==> src/rtl/serial_mult_pkg.sv <==
// serial_mult_pkg: shared types and helpers for the bit-serial multiplier array.
//   - INT_W/FRAC_W defaults and the DATA_W/MAG_W derivations
//   - FSM state enum shared by the top level and its debug port
//   - round_pack(): round-half-up, overflow detect/saturate, sign-magnitude pack
// Optional feature macro used by the datapath: SERIAL_MULT_SAT_EN.
package serial_mult_pkg;

  localparam int INT_W_DEF  = 5;
  localparam int FRAC_W_DEF = 10;

  // round_pack works on fixed-size containers wide enough for any
  // accumulator up to 127 bits and any packed word up to 64 bits.
  localparam int RP_ACC_W  = 128;
  localparam int RP_WORD_W = 64;

  function automatic int data_w(input int int_w, input int frac_w);
    return 1 + int_w + frac_w;
  endfunction

  function automatic int mag_w(input int int_w, input int frac_w);
    return int_w + frac_w;
  endfunction

  typedef enum logic [1:0] {
    IDLE  = 2'd0,
    SHIFT = 2'd1,
    ROUND = 2'd2,
    DONE  = 2'd3
  } state_t;

  typedef struct packed {
    logic                 ovf;
    logic [RP_WORD_W-1:0] word;
  } rp_t;

  // Rounds the raw magnitude product back into the Q format, flags a result
  // that does not fit in mag_w bits, then saturates or wraps it. A zero
  // magnitude always carries a positive sign.
  function automatic rp_t round_pack(input logic [RP_ACC_W-1:0] acc,
                                     input logic                sign,
                                     input int                  frac_w,
                                     input int                  mag_w,
                                     input bit                  sat);
    logic [RP_ACC_W-1:0] q;
    logic [RP_ACC_W-1:0] mask;
    logic [RP_ACC_W-1:0] mag;
    rp_t                 r;
    q      = (acc + (128'd1 << (frac_w - 1))) >> frac_w;
    mask   = (128'd1 << mag_w) - 128'd1;
    r.ovf  = |(q & ~mask);
    mag    = (sat && r.ovf) ? mask : (q & mask);
    r.word = 64'(mag) | (64'(sign && (mag != '0)) << mag_w);
    return r;
  endfunction

endpackage

==> src/rtl/serial_mult_array_if.sv <==
// serial_mult_array_if: handshake bundle of the multiplier array.
//   in_valid/in_ready/neuron_in      : neuron vector input (lane i at [i*DATA_W +: DATA_W])
//   weight_bit/weight_valid/weight_ready : serial weight stream, sign first then MSB first
//   out_valid/out_ready/out_data/out_ovf : rounded per-lane products
// Handshake rule for all three channels: a transfer happens on a rising clock
// edge where valid and ready are both 1; the producer keeps valid and its data
// stable until that edge, and ready never depends on the same-cycle valid.
// Modports: master = producer of inputs / consumer of results, slave = the array.
interface serial_mult_array_if #(
  parameter int LANES  = 4,
  parameter int DATA_W = 16
);
  logic                    in_valid;
  logic                    in_ready;
  logic [LANES*DATA_W-1:0] neuron_in;
  logic                    weight_bit;
  logic                    weight_valid;
  logic                    weight_ready;
  logic                    out_valid;
  logic                    out_ready;
  logic [LANES*DATA_W-1:0] out_data;
  logic [LANES-1:0]        out_ovf;

  modport master (
    output in_valid, neuron_in, weight_bit, weight_valid, out_ready,
    input  in_ready, weight_ready, out_valid, out_data, out_ovf
  );

  modport slave (
    input  in_valid, neuron_in, weight_bit, weight_valid, out_ready,
    output in_ready, weight_ready, out_valid, out_data, out_ovf
  );
endinterface

==> src/rtl/serial_mult_lane.sv <==
// serial_mult_lane: one neuron lane of the serial multiplier array.
//   load_i   : latch neuron_i and clear the accumulator
//   shift_i  : consume one weight magnitude bit (wbit_i)
//   round_i  : register the rounded/packed product into data_o/ovf_o
//   wsign_i  : weight sign shared by all lanes
//   data_o   : sign-magnitude product, ovf_o: overflow flag
// SERIAL_MULT_SAT_EN defined: overflow saturates the magnitude and raises ovf_o.
// Undefined: the magnitude wraps and ovf_o stays 0.
module serial_mult_lane
  import serial_mult_pkg::*;
#(
  parameter int  INT_W  = INT_W_DEF,
  parameter int  FRAC_W = FRAC_W_DEF,
  localparam int DATA_W = data_w(INT_W, FRAC_W),
  localparam int MAG_W  = mag_w(INT_W, FRAC_W)
) (
  input  logic              clk,
  input  logic              reset,
  input  logic              load_i,
  input  logic [DATA_W-1:0] neuron_i,
  input  logic              shift_i,
  input  logic              wbit_i,
  input  logic              wsign_i,
  input  logic              round_i,
  output logic [DATA_W-1:0] data_o,
  output logic              ovf_o
);

`ifdef SERIAL_MULT_SAT_EN
  localparam bit SAT_EN = 1'b1;
`else
  localparam bit SAT_EN = 1'b0;
`endif

  // Full product width: MAG_W x MAG_W magnitude plus one spare bit.
  localparam int ACC_W = 2 * MAG_W + 1;

  logic [DATA_W-1:0] neu_q, neu_d;
  logic [ACC_W-1:0]  acc_q, acc_d;
  logic [DATA_W-1:0] data_q, data_d;
  logic              ovf_q, ovf_d;
  rp_t               rp;
  logic              unused_word_hi;

  always_comb begin
    neu_d  = neu_q;
    acc_d  = acc_q;
    data_d = data_q;
    ovf_d  = ovf_q;
    rp     = round_pack(128'(acc_q), neu_q[DATA_W-1] ^ wsign_i, FRAC_W, MAG_W, SAT_EN);
    if (load_i) begin
      neu_d = neuron_i;
      acc_d = '0;
    end else if (shift_i) begin
      // MSB-first shift-and-add of the neuron magnitude.
      acc_d = (acc_q << 1) + (wbit_i ? ACC_W'(neu_q[MAG_W-1:0]) : '0);
    end
    if (round_i) begin
      data_d = rp.word[DATA_W-1:0];
      ovf_d  = SAT_EN && rp.ovf;
    end
  end

  always_ff @(posedge clk) begin
    if (!reset) begin
      neu_q  <= '0;
      acc_q  <= '0;
      data_q <= '0;
      ovf_q  <= 1'b0;
    end else begin
      neu_q  <= neu_d;
      acc_q  <= acc_d;
      data_q <= data_d;
      ovf_q  <= ovf_d;
    end
  end

  assign unused_word_hi = ^rp.word[RP_WORD_W-1:DATA_W];
  assign data_o         = data_q;
  assign ovf_o          = ovf_q;

endmodule

==> src/rtl/serial_mult_array.sv <==
// serial_mult_array: LANES-wide bit-serial sign-magnitude multiplier.
//   clk, reset (synchronous, active-low)
//   bus     : serial_mult_array_if slave (neuron input, weight stream, results);
//             its LANES/DATA_W must match this module's parameters
//   state_o : current FSM state for observation
// Flow: IDLE latches the neuron vector, SHIFT consumes DATA_W weight bits
// (sign first), ROUND registers the products, DONE holds them until accepted.
// Optional feature macro: SERIAL_MULT_SAT_EN (saturate on overflow, see lane).
module serial_mult_array
  import serial_mult_pkg::*;
#(
  parameter int  INT_W  = INT_W_DEF,
  parameter int  FRAC_W = FRAC_W_DEF,
  parameter int  LANES  = 4,
  localparam int DATA_W = data_w(INT_W, FRAC_W)
) (
  input  logic                 clk,
  input  logic                 reset,
  serial_mult_array_if.slave   bus,
  output state_t               state_o
);

  localparam int CNT_W = $clog2(DATA_W);

  state_t             state_q, state_d;
  logic [CNT_W-1:0]   cnt_q, cnt_d;
  logic               wsign_q, wsign_d;
  logic               load, shift_en, round_en;
  logic               in_ready, weight_ready;

  logic [DATA_W-1:0]       lane_data [LANES];
  logic [LANES-1:0]        lane_ovf;
  logic [LANES*DATA_W-1:0] out_data_w;

  always_comb begin
    state_d      = state_q;
    cnt_d        = cnt_q;
    wsign_d      = wsign_q;
    load         = 1'b0;
    shift_en     = 1'b0;
    round_en     = 1'b0;
    in_ready     = 1'b0;
    weight_ready = 1'b0;
    case (state_q)
      IDLE: begin
        in_ready = 1'b1;
        if (bus.in_valid) begin
          load    = 1'b1;
          cnt_d   = '0;
          state_d = SHIFT;
        end
      end
      SHIFT: begin
        weight_ready = 1'b1;
        if (bus.weight_valid) begin
          cnt_d = cnt_q + 1'b1;
          // The first bit of the stream is the weight sign, not magnitude.
          if (cnt_q == '0) wsign_d = bus.weight_bit;
          else             shift_en = 1'b1;
          if (cnt_q == CNT_W'(DATA_W - 1)) state_d = ROUND;
        end
      end
      ROUND: begin
        round_en = 1'b1;
        state_d  = DONE;
      end
      DONE: begin
        if (bus.out_ready) state_d = IDLE;
      end
      default: state_d = IDLE;
    endcase
  end

  always_ff @(posedge clk) begin
    if (!reset) begin
      state_q <= IDLE;
      cnt_q   <= '0;
      wsign_q <= 1'b0;
    end else begin
      state_q <= state_d;
      cnt_q   <= cnt_d;
      wsign_q <= wsign_d;
    end
  end

  for (genvar g = 0; g < LANES; g++) begin : g_lane
    serial_mult_lane #(
      .INT_W  (INT_W),
      .FRAC_W (FRAC_W)
    ) u_lane (
      .clk      (clk),
      .reset    (reset),
      .load_i   (load),
      .neuron_i (bus.neuron_in[g*DATA_W +: DATA_W]),
      .shift_i  (shift_en),
      .wbit_i   (bus.weight_bit),
      .wsign_i  (wsign_q),
      .round_i  (round_en),
      .data_o   (lane_data[g]),
      .ovf_o    (lane_ovf[g])
    );
    assign out_data_w[g*DATA_W +: DATA_W] = lane_data[g];
  end

  assign bus.in_ready     = in_ready;
  assign bus.weight_ready = weight_ready;
  assign bus.out_valid    = (state_q == DONE);
  assign bus.out_data     = out_data_w;
  assign bus.out_ovf      = lane_ovf;
  assign state_o          = state_q;

endmodule
==> src/flat_wrapper.sv <==
// flat-port wrapper written by rule: the top's interface ports become plain ports
module serial_mult_array_flat import serial_mult_pkg::*;
#(
  parameter int  INT_W  = INT_W_DEF,
  parameter int  FRAC_W = FRAC_W_DEF,
  parameter int  LANES  = 4,
  localparam int DATA_W = data_w(INT_W, FRAC_W)
)
  (clk, reset, state_o, bus_in_valid, bus_neuron_in, bus_weight_bit, bus_weight_valid, bus_out_ready, bus_in_ready, bus_weight_ready, bus_out_valid, bus_out_data, bus_out_ovf);
  serial_mult_array_if #(.LANES(LANES)) bus_i ();
  input  logic clk;
  input  logic reset;
  output state_t state_o;
  input wire logic [$bits(bus_i.in_valid)-1:0] bus_in_valid;
  input wire logic [$bits(bus_i.neuron_in)-1:0] bus_neuron_in;
  input wire logic [$bits(bus_i.weight_bit)-1:0] bus_weight_bit;
  input wire logic [$bits(bus_i.weight_valid)-1:0] bus_weight_valid;
  input wire logic [$bits(bus_i.out_ready)-1:0] bus_out_ready;
  output wire logic [$bits(bus_i.in_ready)-1:0] bus_in_ready;
  output wire logic [$bits(bus_i.weight_ready)-1:0] bus_weight_ready;
  output wire logic [$bits(bus_i.out_valid)-1:0] bus_out_valid;
  output wire logic [$bits(bus_i.out_data)-1:0] bus_out_data;
  output wire logic [$bits(bus_i.out_ovf)-1:0] bus_out_ovf;
  assign bus_i.in_valid = bus_in_valid;
  assign bus_i.neuron_in = bus_neuron_in;
  assign bus_i.weight_bit = bus_weight_bit;
  assign bus_i.weight_valid = bus_weight_valid;
  assign bus_i.out_ready = bus_out_ready;
  assign bus_in_ready = bus_i.in_ready;
  assign bus_weight_ready = bus_i.weight_ready;
  assign bus_out_valid = bus_i.out_valid;
  assign bus_out_data = bus_i.out_data;
  assign bus_out_ovf = bus_i.out_ovf;
  serial_mult_array #(.INT_W(INT_W), .FRAC_W(FRAC_W), .LANES(LANES)) u_core (.clk(clk), .reset(reset), .bus(bus_i), .state_o(state_o));
endmodule
==> config.mk <==
export PLATFORM = sky130hd
export DESIGN_NAME = serial_mult_array_flat
export DESIGN_NICKNAME = d
export VERILOG_FILES = /design/src/rtl/serial_mult_pkg.sv /design/src/rtl/serial_mult_array_if.sv /design/src/rtl/serial_mult_lane.sv /design/src/rtl/serial_mult_array.sv /design/src/flat_wrapper.sv
export SDC_FILE = /design/constraint.sdc
export NUM_CORES = 1
export LEC_CHECK = 0
export ABC_AREA = 0
export CAP_MARGIN = 10
export CELL_PAD_IN_SITES_DETAIL_PLACEMENT = 0
export CELL_PAD_IN_SITES_GLOBAL_PLACEMENT = 2
export CORE_MARGIN = 2
export CORE_UTILIZATION = 38
export CTS_BUF_LIST = sky130_fd_sc_hd__clkbuf_4
export DETAILED_ROUTE_END_ITERATION = 8
export PLACE_DENSITY = 0.86
export SETUP_SLACK_MARGIN = 0.1
export SLEW_MARGIN = 40
export SYNTH_ARGS = -nofsm -noshare
export SYNTH_HDL_FRONTEND = slang
export SYNTH_SLANG_ARGS = --single-unit
==> constraint.sdc <==
create_clock -name clk -period 5.5 [get_ports clk]
set_input_delay 1.1 -clock clk [delete_from_list [all_inputs] [get_ports clk]]
set_output_delay 1.1 -clock clk [all_outputs]
set_load 0.01 [all_outputs]
# ---- Yosys cells after proc, flatten, opt, wreduce, memory -nomap -nowiden
# Index checks and enable logic that the tools add are counted.
dict set report word_totals {
  register_bits 235
  inputBits 70
  output_inout_bits 73
}
dict set report op_classes {
  n_addsub 9
  n_eq_ne 8
  n_mux 20
  bitwise 9
  reduce_logical 15
}
# cell count
set ops {}
lappend ops {{128-bit nonzero test} 4}
lappend ops {{25-bit by 10-bit adder with 25-bit output, second input constant} 4}
lappend ops {{25-bit by 15-bit adder with 25-bit output} 4}
lappend ops {{15-bit by 16-bit bitwise OR with 16-bit output} 4}
lappend ops {{15-bit 2-to-1 mux} 4}
lappend ops {{1-bit 2-to-1 mux} 8}
lappend ops {{2-bit 2-to-1 mux} 4}
lappend ops {{4-bit 2-to-1 mux} 2}
lappend ops {{2-bit case mux with 4 select lines} 1}
lappend ops {{4-bit case mux with 2 select lines} 1}
lappend ops {{2-bit inequality test, second input constant} 3}
lappend ops {{3-bit AND reduction} 2}
lappend ops {{4-bit by 1-bit adder with 4-bit output, second input constant} 1}
lappend ops {{2-bit equality test, second input constant} 2}
lappend ops {{4-bit equality test, second input constant} 1}
lappend ops {{1-bit logical AND} 4}
lappend ops {{4-bit logical NOT} 1}
lappend ops {{4-bit AND reduction} 1}
lappend ops {{1-bit XOR} 4}
lappend ops {{2-bit by 1-bit equality test with 1-bit output, second input constant} 1}
lappend ops {{2-bit logical NOT} 1}
lappend ops {{2-bit by 1-bit inequality test with 1-bit output, second input constant} 1}
lappend ops {{2-bit nonzero test} 1}
lappend ops {{2-bit OR reduction} 1}
lappend ops {{1-bit NOT} 1}

# ---- Longest topological paths before layout
# Gate-level depths: netlist of run 1.
dict set report logic_depth {
  depth_word 4
  mapped_depth 11
}

# ---- Modules after synthesis
# Synthesis of run 1 repeated with hierarchy kept, for this count alone.
dict set report unflattened {
  hier_cells 1631
  area_unflattened_um2 14049.7
}
# module instances cells_per_inst area_per_inst_um2
set by_module_without_submodules {}
lappend by_module_without_submodules {{serial_mult_lane (u_core.g_lane[1].u_lane ...)} 3 390 3399.5}
lappend by_module_without_submodules {{serial_mult_lane (u_core.g_lane[0].u_lane)} 1 401 3350.7}
lappend by_module_without_submodules {serial_mult_array 1 60 500.5}

# ---- Worst setup path after synthesis of run 1
# OpenSTA, ideal clock, no wires.
dict set report synth_timing {
  kind {input -> register}
  start {input bus_weight_bit}
  end {register u_core.g_lane[3].u_lane.acc_q[17]}
  arrival_time_ps 3183
  required_time_ps 5414
  setup_slack_ps 2232
  path_stages 11
  n_path_buf 1
  cell_sequence {clkbuf_1 -> and2_1 -> ha_1 -> fa_1 -> a211oi_1 -> or3_1 -> nand3_1 -> a21oi_2 -> nor2_1 -> xnor2_1 -> a211oi_1}
}
dict set report synth_between {
  elab_chain_len 2
}
# element line
set synth_lines {}
lappend synth_lines {{start, declared} flat_wrapper.sv:16} ;# input wire logic [$bits(bus_i.weight_bit)-1:0] bus_weight_bit;
lappend synth_lines {{15-bit 2-to-1 mux} serial_mult_lane.sv:56} ;# acc_d = (acc_q << 1) + (wbit_i ? ACC_W'(neu_q[MAG_W-1:0]) : '0);
lappend synth_lines {{25-bit by 15-bit adder with 25-bit output} serial_mult_lane.sv:56}
lappend synth_lines {{end signal, assigned} serial_mult_lane.sv:67} ;# acc_q <= '0;
lappend synth_lines {{end signal, assigned} serial_mult_lane.sv:72} ;# acc_q <= acc_d;
lappend synth_lines {{end, declared} serial_mult_lane.sv:39} ;# logic [ACC_W-1:0] acc_q, acc_d;
# Every way passes these cells.
# A chain may end at the register's enable or synchronous reset.

# ---- Worst setup path after layout of run 1
dict set report layout_timing {
  start {input bus_weight_bit}
  end {register u_core.g_lane[2].u_lane.acc_q[21]}
}
dict set report layout_between {
  elab_chain_len 2
}
# element line
set layout_lines {}
lappend layout_lines {{15-bit 2-to-1 mux} serial_mult_lane.sv:56}
lappend layout_lines {{25-bit by 15-bit adder with 25-bit output} serial_mult_lane.sv:56}
lappend layout_lines {{end signal, assigned} serial_mult_lane.sv:67}
lappend layout_lines {{end signal, assigned} serial_mult_lane.sv:72}
lappend layout_lines {{end, declared} serial_mult_lane.sv:39}
# Every way passes these cells.

==> flow_metrics.tcl, run 1 <==
set metrics [dict create \
    ctsHoldBuffers 0 \
    grt_pass1_vias 11490 \
    io_buffers 138 \
    setup_violations 0 \
    clockBufferDepth 3 \
    drt-total-wl_um 35540 \
    clk_latency_ps 690 \
    max_slew_margin 0.4646 \
    gp_congestion 0.8243 \
    p_leak_nw 6.208 \
    grt_antenna_before_repair 1 \
    final_hold_viol_count 0 \
    ant_nets 0 \
    grt_use_total 0.1884 \
    via_count 11910 \
    critPathKind "in -> reg" \
    synth_seq_cells 235 \
    fp.dieW_um 193.7 \
    nNetsFinal 1950 \
    synth_simple_gate_area_share 0.2209 \
    postSynth.asyncResetShare 0 \
    dpl.hpwl_um 25190 \
    clk_pin_slew_worst_paths_ps 60 \
    synth_edf_count 0 \
    synth_xor_area_frac 0.09607 \
    grt_max_degree 95 \
    gr-total-overflow 0 \
    synth_fa_ha_area_frac 0.06624 \
    period_needed_ps 3798 \
    cts_tree "yes" \
    sw_frac_of_total 0.3285 \
    dpl_cell_area_um2 15210 \
    slew_violations 0 \
    die_y_um 193.7 \
    grt_pass1_wl_um 59070 \
    via_per_inst 5.146 \
    dieArea_um2 37520 \
    min_period_over_period 0.6906 \
    coreArea_um2 35480 \
    clock_sinks 235 \
    pin_count 143 \
    synth-seq-area-share 0.3440 \
    tns_ps 0 \
    start_kind "input port" \
    p_clk_frac 0.309 \
    cap_violations 0 \
    h-tree-depth 3 \
    combPwrFrac 0.286 \
    synthMuxAreaShare 0.005947 \
    drive_above_1_share 0.07721 \
    final_cell_mix "nand2_1, dfxtp_1, clkdlybuf4s50_1" \
    ir_drop_uv 247.6 \
    hp-class "reg -> reg" \
    start_util 0.3854 \
    synth_cells 1717 \
    syn_to_final_growth_pct 17.27 \
    synth_top_family_by_area "simple AND/OR/NAND/NOR gates" \
    p_sw_mw 1.725 \
    syn-cell-area_um2 13680 \
    synth_compound_area_frac 0.2204 \
    cp_data_arrival_time_ps 4390 \
    crit_fanout 21 \
    dr.pass1.iters 5 \
    drc 0 \
    endpoint_kind "flip-flop" \
    final_area_um2 16040 \
    wl_per_cell_um 15.36 \
    ctsResizeCount 0 \
    cts_root_buf "clkbuf_4" \
    finClkSkew_ps 45.97 \
    cts_setup_buffers 0 \
    pre_cts_ws_ps 940.2 \
    status "finished clean" \
    worst_pin_slew_ps 794.6 \
    synth_warnings 0 \
    cts_buffers 70 \
    mostFrequentLayoutCell "nand2_1" \
    ys_types 66 \
    drtIter0Drc 628 \
    worstPathRequired_ps 6090 \
    worst_slack_ps 1702 \
    syn_avg_cell_area_um2 7.965 \
    powerDensity_nw_per_um2 327.5 \
    max_freq_mhz 263.3 \
    rows 69 \
    synthFlopType "dfxtp_1" \
    cell_internal_pwr_mw 3.527 \
    p_seq_frac 0.405 \
    rsz0062_at_grt "no" \
]
[cells by family (layout without fill, tap and decap cells)]
family	count (synthesis)	after routing
simple gates	666	666
compound gates	437	437
flops	235	235
xor+xnor	150	150
buf+inv	150	282
fa+ha+maj	70	70
mux	8	8
other cells	1	5
[Yosys cell counts, types with 54 or more instances]
master	n	area share
o211a_1	57	0.042
and2_1	64	0.029
xor2_1	54	0.035
ha_1	66	0.060
dfxtp_1	235	0.34
nand3_1	62	0.023
xnor2_1	96	0.061
nor2_1	89	0.024
a21oi_1	103	0.038
o21ai_0	81	0.030
nand2_1	344	0.094
a21boi_0	65	0.036
clkbuf_1	77	0.021
[path summary, 6_finish.rpt]
check                                    from                                 to  slack [ps]  depth (start not counted)
max                            bus_weight_bit  u_core.g_lane[2].u_lane.acc_q[21]        1700                         12
min          u_core.g_lane[0].u_lane.acc_q[7]   u_core.g_lane[0].u_lane.acc_q[7]         460                          2
max reg2reg  u_core.g_lane[3].u_lane.neu_q[1]  u_core.g_lane[3].u_lane.acc_q[17]        2830                         10
min reg2reg  u_core.g_lane[0].u_lane.acc_q[7]   u_core.g_lane[0].u_lane.acc_q[7]         460                          2
[power by group through the flow]
stage	combinational, mW	clock (mW)	sequential, mW
detailed placement	1.52	0	2.17
global route	1.67	1.79	2.16
finish	1.50	1.62	2.13
floorplan	0.828	0	2.20
global placement	1.51	0	2.16
CTS	1.53	1.69	2.13
[critical path: stages]
cell             delay, ps
clkdlybuf4s50_1        790
buf_4                  380
and2_1                 170
ha_1                   200
fa_1                   420
a211oi_1               230
o21bai_1               160
o211ai_1               220
a21boi_2               120
o21ba_2                230
xnor2_1                120
a211oi_1               230
[cell type report]
class	instances	area, µm²
fillers	3682	19440
multi-input cells	1335	8388
flip-flops and latches	235	4705
repair buffers	149	1465
clock buffers	100	750.7
well taps	461	576.8
clock inverters	14	78.83
inverters	19	71.32
diodes	1	2.502
[state kept, by name, indices dropped and copies added, names as in the netlist]
register and count:
u_core.g_lane.u_lane.acc_q 100, u_core.g_lane.u_lane.data_o 64, u_core.g_lane.u_lane.neu_q 64, u_core.cnt_q 4, u_core.state_o 2, u_core.wsign_q 1
[layer usage]
metal / up-vias / wire length, µm / global-route usage / part of all wire
li1: 6165 / - / - / -
met1: 5482 / 18580 / 0.2697 / 0.52
met2: 211 / 14810 / 0.2857 / 0.42
met3: 51 / 1518 / 0.03688 / 0.043
met4: 0 / 633 / 0.05598 / 0.018
met5: - / 0 / 0 / 0
[through the flow]
stage / hold WS (ps) / std cells / total power, mW / util
after floorplan: 436.2 / 1720 / 3.023 / -
after global placement: 444.7 / 2199 / 3.671 / 0.4284
after detailed placement: 449.0 / 2199 / 3.692 / 0.4285
after CTS: 459.1 / 2313 / 5.352 / 0.4519
after global routing: 475.9 / 2314 / 5.621 / 0.4520
final: 456.4 / 2314 / 5.252 / 0.4520
Note: power is estimated with default switching activity, not from simulation.
==> run 2, diff against run 1 <==
--- a/config.mk
+++ b/config.mk
@@ -10,10 +10,10 @@
 export CELL_PAD_IN_SITES_DETAIL_PLACEMENT = 0
 export CELL_PAD_IN_SITES_GLOBAL_PLACEMENT = 2
 export CORE_MARGIN = 2
-export CORE_UTILIZATION = 38
+export CORE_UTILIZATION = 32
 export CTS_BUF_LIST = sky130_fd_sc_hd__clkbuf_4
 export DETAILED_ROUTE_END_ITERATION = 8
-export PLACE_DENSITY = 0.86
+export PLACE_DENSITY = 0.77
 export SETUP_SLACK_MARGIN = 0.1
 export SLEW_MARGIN = 40
 export SYNTH_ARGS = -nofsm -noshare
==> constraint.sdc (replaced) <==
create_clock -name clk -period 3.1 [get_ports clk]
set_input_delay 0.62 -clock clk [delete_from_list [all_inputs] [get_ports clk]]
set_output_delay 0.62 -clock clk [all_outputs]
set_load 0.01 [all_outputs]
==> run 2 against run 1 <==
Net effect: core utilization fell by 4.9 points; via count rose by 3.1%; setup slack got worse by 1400 ps; first-iteration DRC count fell by 0.80%; combinational power rose by 91%; register-to-register slack got worse by 2300 ps.
==> flow_metrics.tcl, run 2 (synthesis results as in run 1) <==
set metrics [dict create \
    min_to "u_core.g_lane[2].u_lane.neu_q[6]" \
    hold_depth 2 \
    worstHoldStart "reset" \
    worstPathRequired_ps 3710 \
    fill_cells 4319 \
    wl_per_cell_um 15.49 \
    grt_max_degree 130 \
    io_buffers 138 \
    die_y_um 210.7 \
    clk_pin_slew_worst_paths_ps 60 \
    r2r_slack_ps 530 \
    cp_data_arrival_time_ps 3390 \
    drtIter0Drc 623 \
    grt_pass1_vias 12140 \
    status "finished clean" \
    ctsResizeCount 0 \
    min_period_over_period 0.8978 \
    max_freq_mhz 359.3 \
    r2r_start "u_core.g_lane[3].u_lane.neu_q[1]" \
    largest_register_ffs 100 \
    h-tree-depth 3 \
    pin_count 143 \
    gp_congestion 0.7930 \
    setup_violations 0 \
    hp-class "in -> reg" \
    cts_tree "yes" \
    cts_setup_buffers 0 \
    grt_pass1_wl_um 62920 \
    crit_fanout 17 \
    finClkSkew_ps 34.93 \
    grt_antenna_before_repair 1 \
    dr.pass1.iters 4 \
    worst_slack_ps 316.7 \
    regToRegEndpoint "u_core.g_lane[3].u_lane.acc_q[17]" \
    mostFrequentLayoutCell "nand2_1" \
    rows 75 \
    critPathKind "in -> reg" \
    final_hold_viol_count 0 \
    grt_use_total 0.1756 \
    start_util 0.3253 \
    rsz0062_at_grt "no" \
    endpoint_kind "flip-flop" \
    syn_to_final_growth_pct 23.96 \
    clk_latency_ps 710 \
    fp.dieW_um 210.7 \
    coreArea_um2 42040 \
    reg2reg_depth 10 \
    pre_cts_ws_ps -411.3 \
    via_count 12280 \
    via_per_inst 4.917 \
    clock_sinks 235 \
    final_cell_mix "nand2_1, dfxtp_1, clkdlybuf4s50_1" \
    gr-total-overflow 0 \
    drive_above_1_share 0.1242 \
    worst_pin_slew_ps 875.6 \
    drc 0 \
    powerDensity_nw_per_um2 564.0 \
    cts_buffers 71 \
    cts_root_buf "clkbuf_4" \
    slew_violations 0 \
    p_total_mw 9.560 \
    cap_violations 0 \
    dieArea_um2 44410 \
    p_leak_nw 6.748 \
    dpl.hpwl_um 27920 \
    period_needed_ps 2783 \
    ir_drop_uv 402.7 \
    clockBufferDepth 3 \
    regMostFlops "u_core.g_lane.u_lane.acc_q" \
    start_kind "input port" \
    max_slew_margin 0.4012 \
    nNetsFinal 2052 \
    drt-total-wl_um 38690 \
    ant_nets 0 \
    ctsHoldBuffers 0 \
]
run 2: cell types whose count changed in the layout (fill, tap and decap cells not counted), sizes merged:
cell    before  now
buf         12  113
clkbuf     100   99
clkinv      10   16
inv         22   21
run 2: per-layer routing:
metal | wire, µm | GRT usage | vias up | part of all wire
met5 | 0 | 0 | - | 0
met4 | 825 | 0.06362 | 0 | 0.021
met3 | 1591 | 0.03434 | 51 | 0.041
met2 | 16950 | 0.2759 | 222 | 0.44
met1 | 19320 | 0.2391 | 5634 | 0.50
li1 | - | - | 6370 | -
run 2: cell type report:
type	instances	area (µm²)	area share
Multi-Input combinational cell	1335	8388	0.4948
Sequential cell	235	4705	0.2775
Timing Repair Buffer	250	2270	0.1339
Clock buffer	99	743.2	0.04384
Tap cell	539	674.4	0.03978
Clock inverter	19	98.84	0.005831
Inverter	19	71.32	0.004207
Antenna cell	1	2.502	0.0001476
run 2: worst max path at each step:
stage	to	startpoint	slack [ps]
final	u_core.g_lane[3].u_lane.acc_q[17]	bus_weight_bit	320
after detailed placement	u_core.g_lane[3].u_lane.acc_q[23]	bus_weight_bit	-410
after global routing	u_core.g_lane[3].u_lane.acc_q[16]	bus_weight_bit	120
after floorplan	u_core.g_lane[3].u_lane.acc_q[17]	bus_weight_bit	310
after CTS	bus_weight_ready	u_core.state_o[1]	250
after global placement	u_core.g_lane[3].u_lane.acc_q[13]	bus_weight_bit	-350
run 2: power by group:
part | switching (mW) | total, mW | internal (mW)
clock network | 1.37 | 2.91 | 1.54
registers | 0.296 | 3.79 | 3.49
logic | 1.54 | 2.86 | 1.32
run 2: metrics by stage:
stage,area [µm²],std cells,utilization,setup TNS [ps],hold slack (ps)
after floorplan,13690,1720,-,0,436.2
after global placement,16110,2378,0.3832,-14150,444.9
after detailed placement,16110,2378,0.3832,-16610,450.2
after CTS,16950,2496,0.4032,0,196.7
after global routing,16950,2497,0.4032,0,215.9
final,16950,2497,0.4032,0,297.3
run 2: worst max-delay path, stage by stage:
cell and delay, ps:
clkdlybuf4s50_1 460, buf_12 180, and2_1 140, ha_1 210
fa_1 390, a211oi_1 300, or3_1 200, nand3_1 130
a21oi_2 310, nor2_1 100, xnor2_1 130, a211oi_1 220
==> RTL change (flow settings as in run 2) <==
`LANES` is set to 4 in 3 places; all go to 2.
--- a/src/rtl/serial_mult_array_if.sv
+++ b/src/rtl/serial_mult_array_if.sv
@@ -9,3 +9,3 @@
 interface serial_mult_array_if #(
-  parameter int LANES  = 4,
+  parameter int LANES  = 2,
   parameter int DATA_W = 16
--- a/src/rtl/serial_mult_array.sv
+++ b/src/rtl/serial_mult_array.sv
@@ -13,3 +13,3 @@
   parameter int  FRAC_W = FRAC_W_DEF,
-  parameter int  LANES  = 4,
+  parameter int  LANES  = 2,
   localparam int DATA_W = data_w(INT_W, FRAC_W)
--- a/src/flat_wrapper.sv
+++ b/src/flat_wrapper.sv
@@ -5,3 +5,3 @@
   parameter int  FRAC_W = FRAC_W_DEF,
-  parameter int  LANES  = 4,
+  parameter int  LANES  = 2,
   localparam int DATA_W = data_w(INT_W, FRAC_W)
Interface: changed (resized bus_neuron_in, bus_out_data and bus_out_ovf); port bits go from 143 to 77. No check against the original RTL was run, so the function may have changed too.
==> RTL change against run 2 <==
First-iteration DRC count is 51% lower; largest power group unchanged; via count fell by 47%; critical path type unchanged; wire length down 51%; global-route usage down 1.2 points; power shrank 50%; register-to-register slack got worse by 0.02 ns; worst setup slack got worse by 0.047 ns; fmax fell by 1.7%; cell area shrank 48%; highest routed layer unchanged; area after synthesis is 47% lower; non-clock buffer count down 109; sequential cell count is 114 lower.
==> RTL change: results (changes against run 2) <==
| Metric | Value |
|---|---|
| Critical path data arrival time | `3.27 ns (was 3.39 ns)` |
| Highest ir drop seen on vdd | `0.206 mV (was 0.403 mV)` |
| Dpl ws | `-0.358 ns (was -0.411 ns)` |
| Clk_lat worst skew | `0.54 ns (was 0.71 ns)` |
| Leakage power total | `3.36 nW (was 6.75 nW)` |
| Met2 Track Usage GR | `26.0% (was 27.6%)` |
| Seq/Total Area, Yosys | `33.6% (was 34.4%)` |
| Gr usage total | `16.3% (was 17.6%)` |
| Worst-path clk slew | `0.11 ns (was 0.06 ns)` |
| Fraction of layout instances using a drive strength above 1 | `11.7% (was 12.4%)` |
| Grt met1 use | `22.7% (was 23.9%)` |
| Path category of the worst min-delay check | `reg -> reg (was in -> reg)` |
| Max reg flops | `50 (was 100)` |
| Met3 capacity usage during global routing | `2.96% (was 3.43%)` |
| Violation count after the first detailed-route iteration | `308 (was 623)` |
| Hpwl dp | `13400 um (was 27900 um)` |
| Number of buffers between clock root and the deepest sink | `2 (was 3)` |
| Top cells by area in the synthesized netlist | `sky130_fd_sc_hd__dfxtp_1 34%, sky130_fd_sc_hd__nand2_1 8.1%, sky130_fd_sc_hd__ha_1 6.3% (was sky130_fd_sc_hd__dfxtp_1 34%, sky130_fd_sc_hd__nand2_1 9.4%, sky130_fd_sc_hd__xnor2_1 6.1%)` |
| Most numerous cell types in the synthesized netlist | `155 x sky130_fd_sc_hd__nand2_1, 121 x sky130_fd_sc_hd__dfxtp_1, 77 x sky130_fd_sc_hd__a21oi_1 (was 344 x sky130_fd_sc_hd__nand2_1, 235 x sky130_fd_sc_hd__dfxtp_1, 103 x sky130_fd_sc_hd__a21oi_1)` |
| Via/cell ratio | `4.92 (about the same)` |
| Met2 routed wirelength | `8110 um (was 17000 um)` |
| Pin count of the biggest net entering global routing | `67 (was 130)` |
| P_sw | `0.00162 W (was 0.00321 W)` |
| Final Skew | `0.0238 ns (was 0.0349 ns)` |
| Routed met1 length | `9920 um (was 19300 um)` |
| Status | `finished, final reports clean (unchanged)` |
| Number of H-tree levels | `4 (was 3)` |
| Total CTS buffers | `17 (was 71)` |
| Port buffer count | `74 (was 138)` |
| Met3 WL | `538 um (was 1590 um)` |
| Largest fanout on the critical path | `4 (was 17)` |
| Share of power burned in combinational logic | `32.6% (was 29.9%)` |
| Sw Share | `33.8% (was 33.6%)` |
| Filler instances | `2321 (was 4319)` |
| Total Routed Length | `18800 um (was 38700 um)` |
| First-pass GRT wire length | `31600 um (was 62900 um)` |
| Via count of the first global-routing pass | `6171 (was 12100)` |
| Number of distinct standard cells referenced by the synthesized netlist | `62 (was 66)` |
-- RTL change: changes by cell type in the layout (fill, tap and decap cells not counted), moves of 30 or more --
cell                                     run 2  this run
sky130_fd_sc_hd__clkdlybuf4s50_1           137        74
sky130_fd_sc_hd__o211a_1                    57         3
sky130_fd_sc_hd__clkbuf_4                   99        19
sky130_fd_sc_hd__and2_1                     63        31
sky130_fd_sc_hd__ha_1                       65        35
sky130_fd_sc_hd__buf_4                     109        66
sky130_fd_sc_hd__dfxtp_1                   235       121
sky130_fd_sc_hd__a21boi_0                   65        17
sky130_fd_sc_hd__nand2_1                   342       155
sky130_fd_sc_hd__xnor2_1                    96        32
sky130_fd_sc_hd__o21ai_0                    81        39
-- RTL change: worst paths after layout --
kind,from,end,slack [ns],cells past startpoint
worst max-delay path,bus_weight_bit,u_core.g_lane[1].u_lane.acc_q[23]$_SDFFE_PP0P_,0.27,13
worst max register to register,u_core.g_lane[1].u_lane.neu_q[1]$_SDFFE_PN0P_,u_core.g_lane[1].u_lane.acc_q[23]$_SDFFE_PP0P_,0.51,12
worst min register to register,u_core.g_lane[1].u_lane.neu_q[13]$_SDFFE_PN0P_,u_core.g_lane[1].u_lane.neu_q[13]$_SDFFE_PN0P_,0.46,2
worst min-delay path,u_core.g_lane[1].u_lane.neu_q[13]$_SDFFE_PN0P_,u_core.g_lane[1].u_lane.neu_q[13]$_SDFFE_PN0P_,0.46,2
-- RTL change: stage by stage --
| stage | area (sq um) | cells | hold slack, ns | TNS, ns | util [%] |
|---|---|---|---|---|---|
| floorplan | 7200 | 926 | 0.432 | 0 | - |
| global placement | 8500 | 1278 | 0.442 | -5.10 | 38.7 |
| detailed placement | 8500 | 1278 | 0.445 | -6.07 | 38.7 |
| CTS | 8820 | 1310 | 0.462 | 0 | 40.2 |
| global route | 8840 | 1311 | 0.480 | 0 | 40.2 |
| finish | 8840 | 1311 | 0.457 | 0 | 40.2 |
-- RTL change: final cells by class --
class | count | area [sq um] | area share [%]
Clock inverter | 13 | 178 | 2.01
Clock buffer | 19 | 143 | 1.61
Antenna cell | 1 | 2.50 | 0.0283
Inverter | 18 | 67.6 | 0.765
Timing Repair Buffer | 141 | 1260 | 14.2
Tap cell | 280 | 350 | 3.96
Multi-Input combinational cell | 718 | 4420 | 50.0
Sequential cell | 121 | 2420 | 27.4
-- RTL change: kinds of logic (layout without fill, tap and decap cells) --
logic type                 count (synthesis)  in the layout  share of synthesized area (%)
and+or+nand+nor                          371            371                           24.0
xor gates and xnor gates                  69             69                           8.39
adders and majority gates                 38             38                           6.81
buffers and inverters                     87            191                           5.47
AOI/OAI and AO/OA                        232            232                           20.8
other                                      1              3                         0.0521
DFF                                      121            121                           33.6
muxes                                      6              6                          0.834
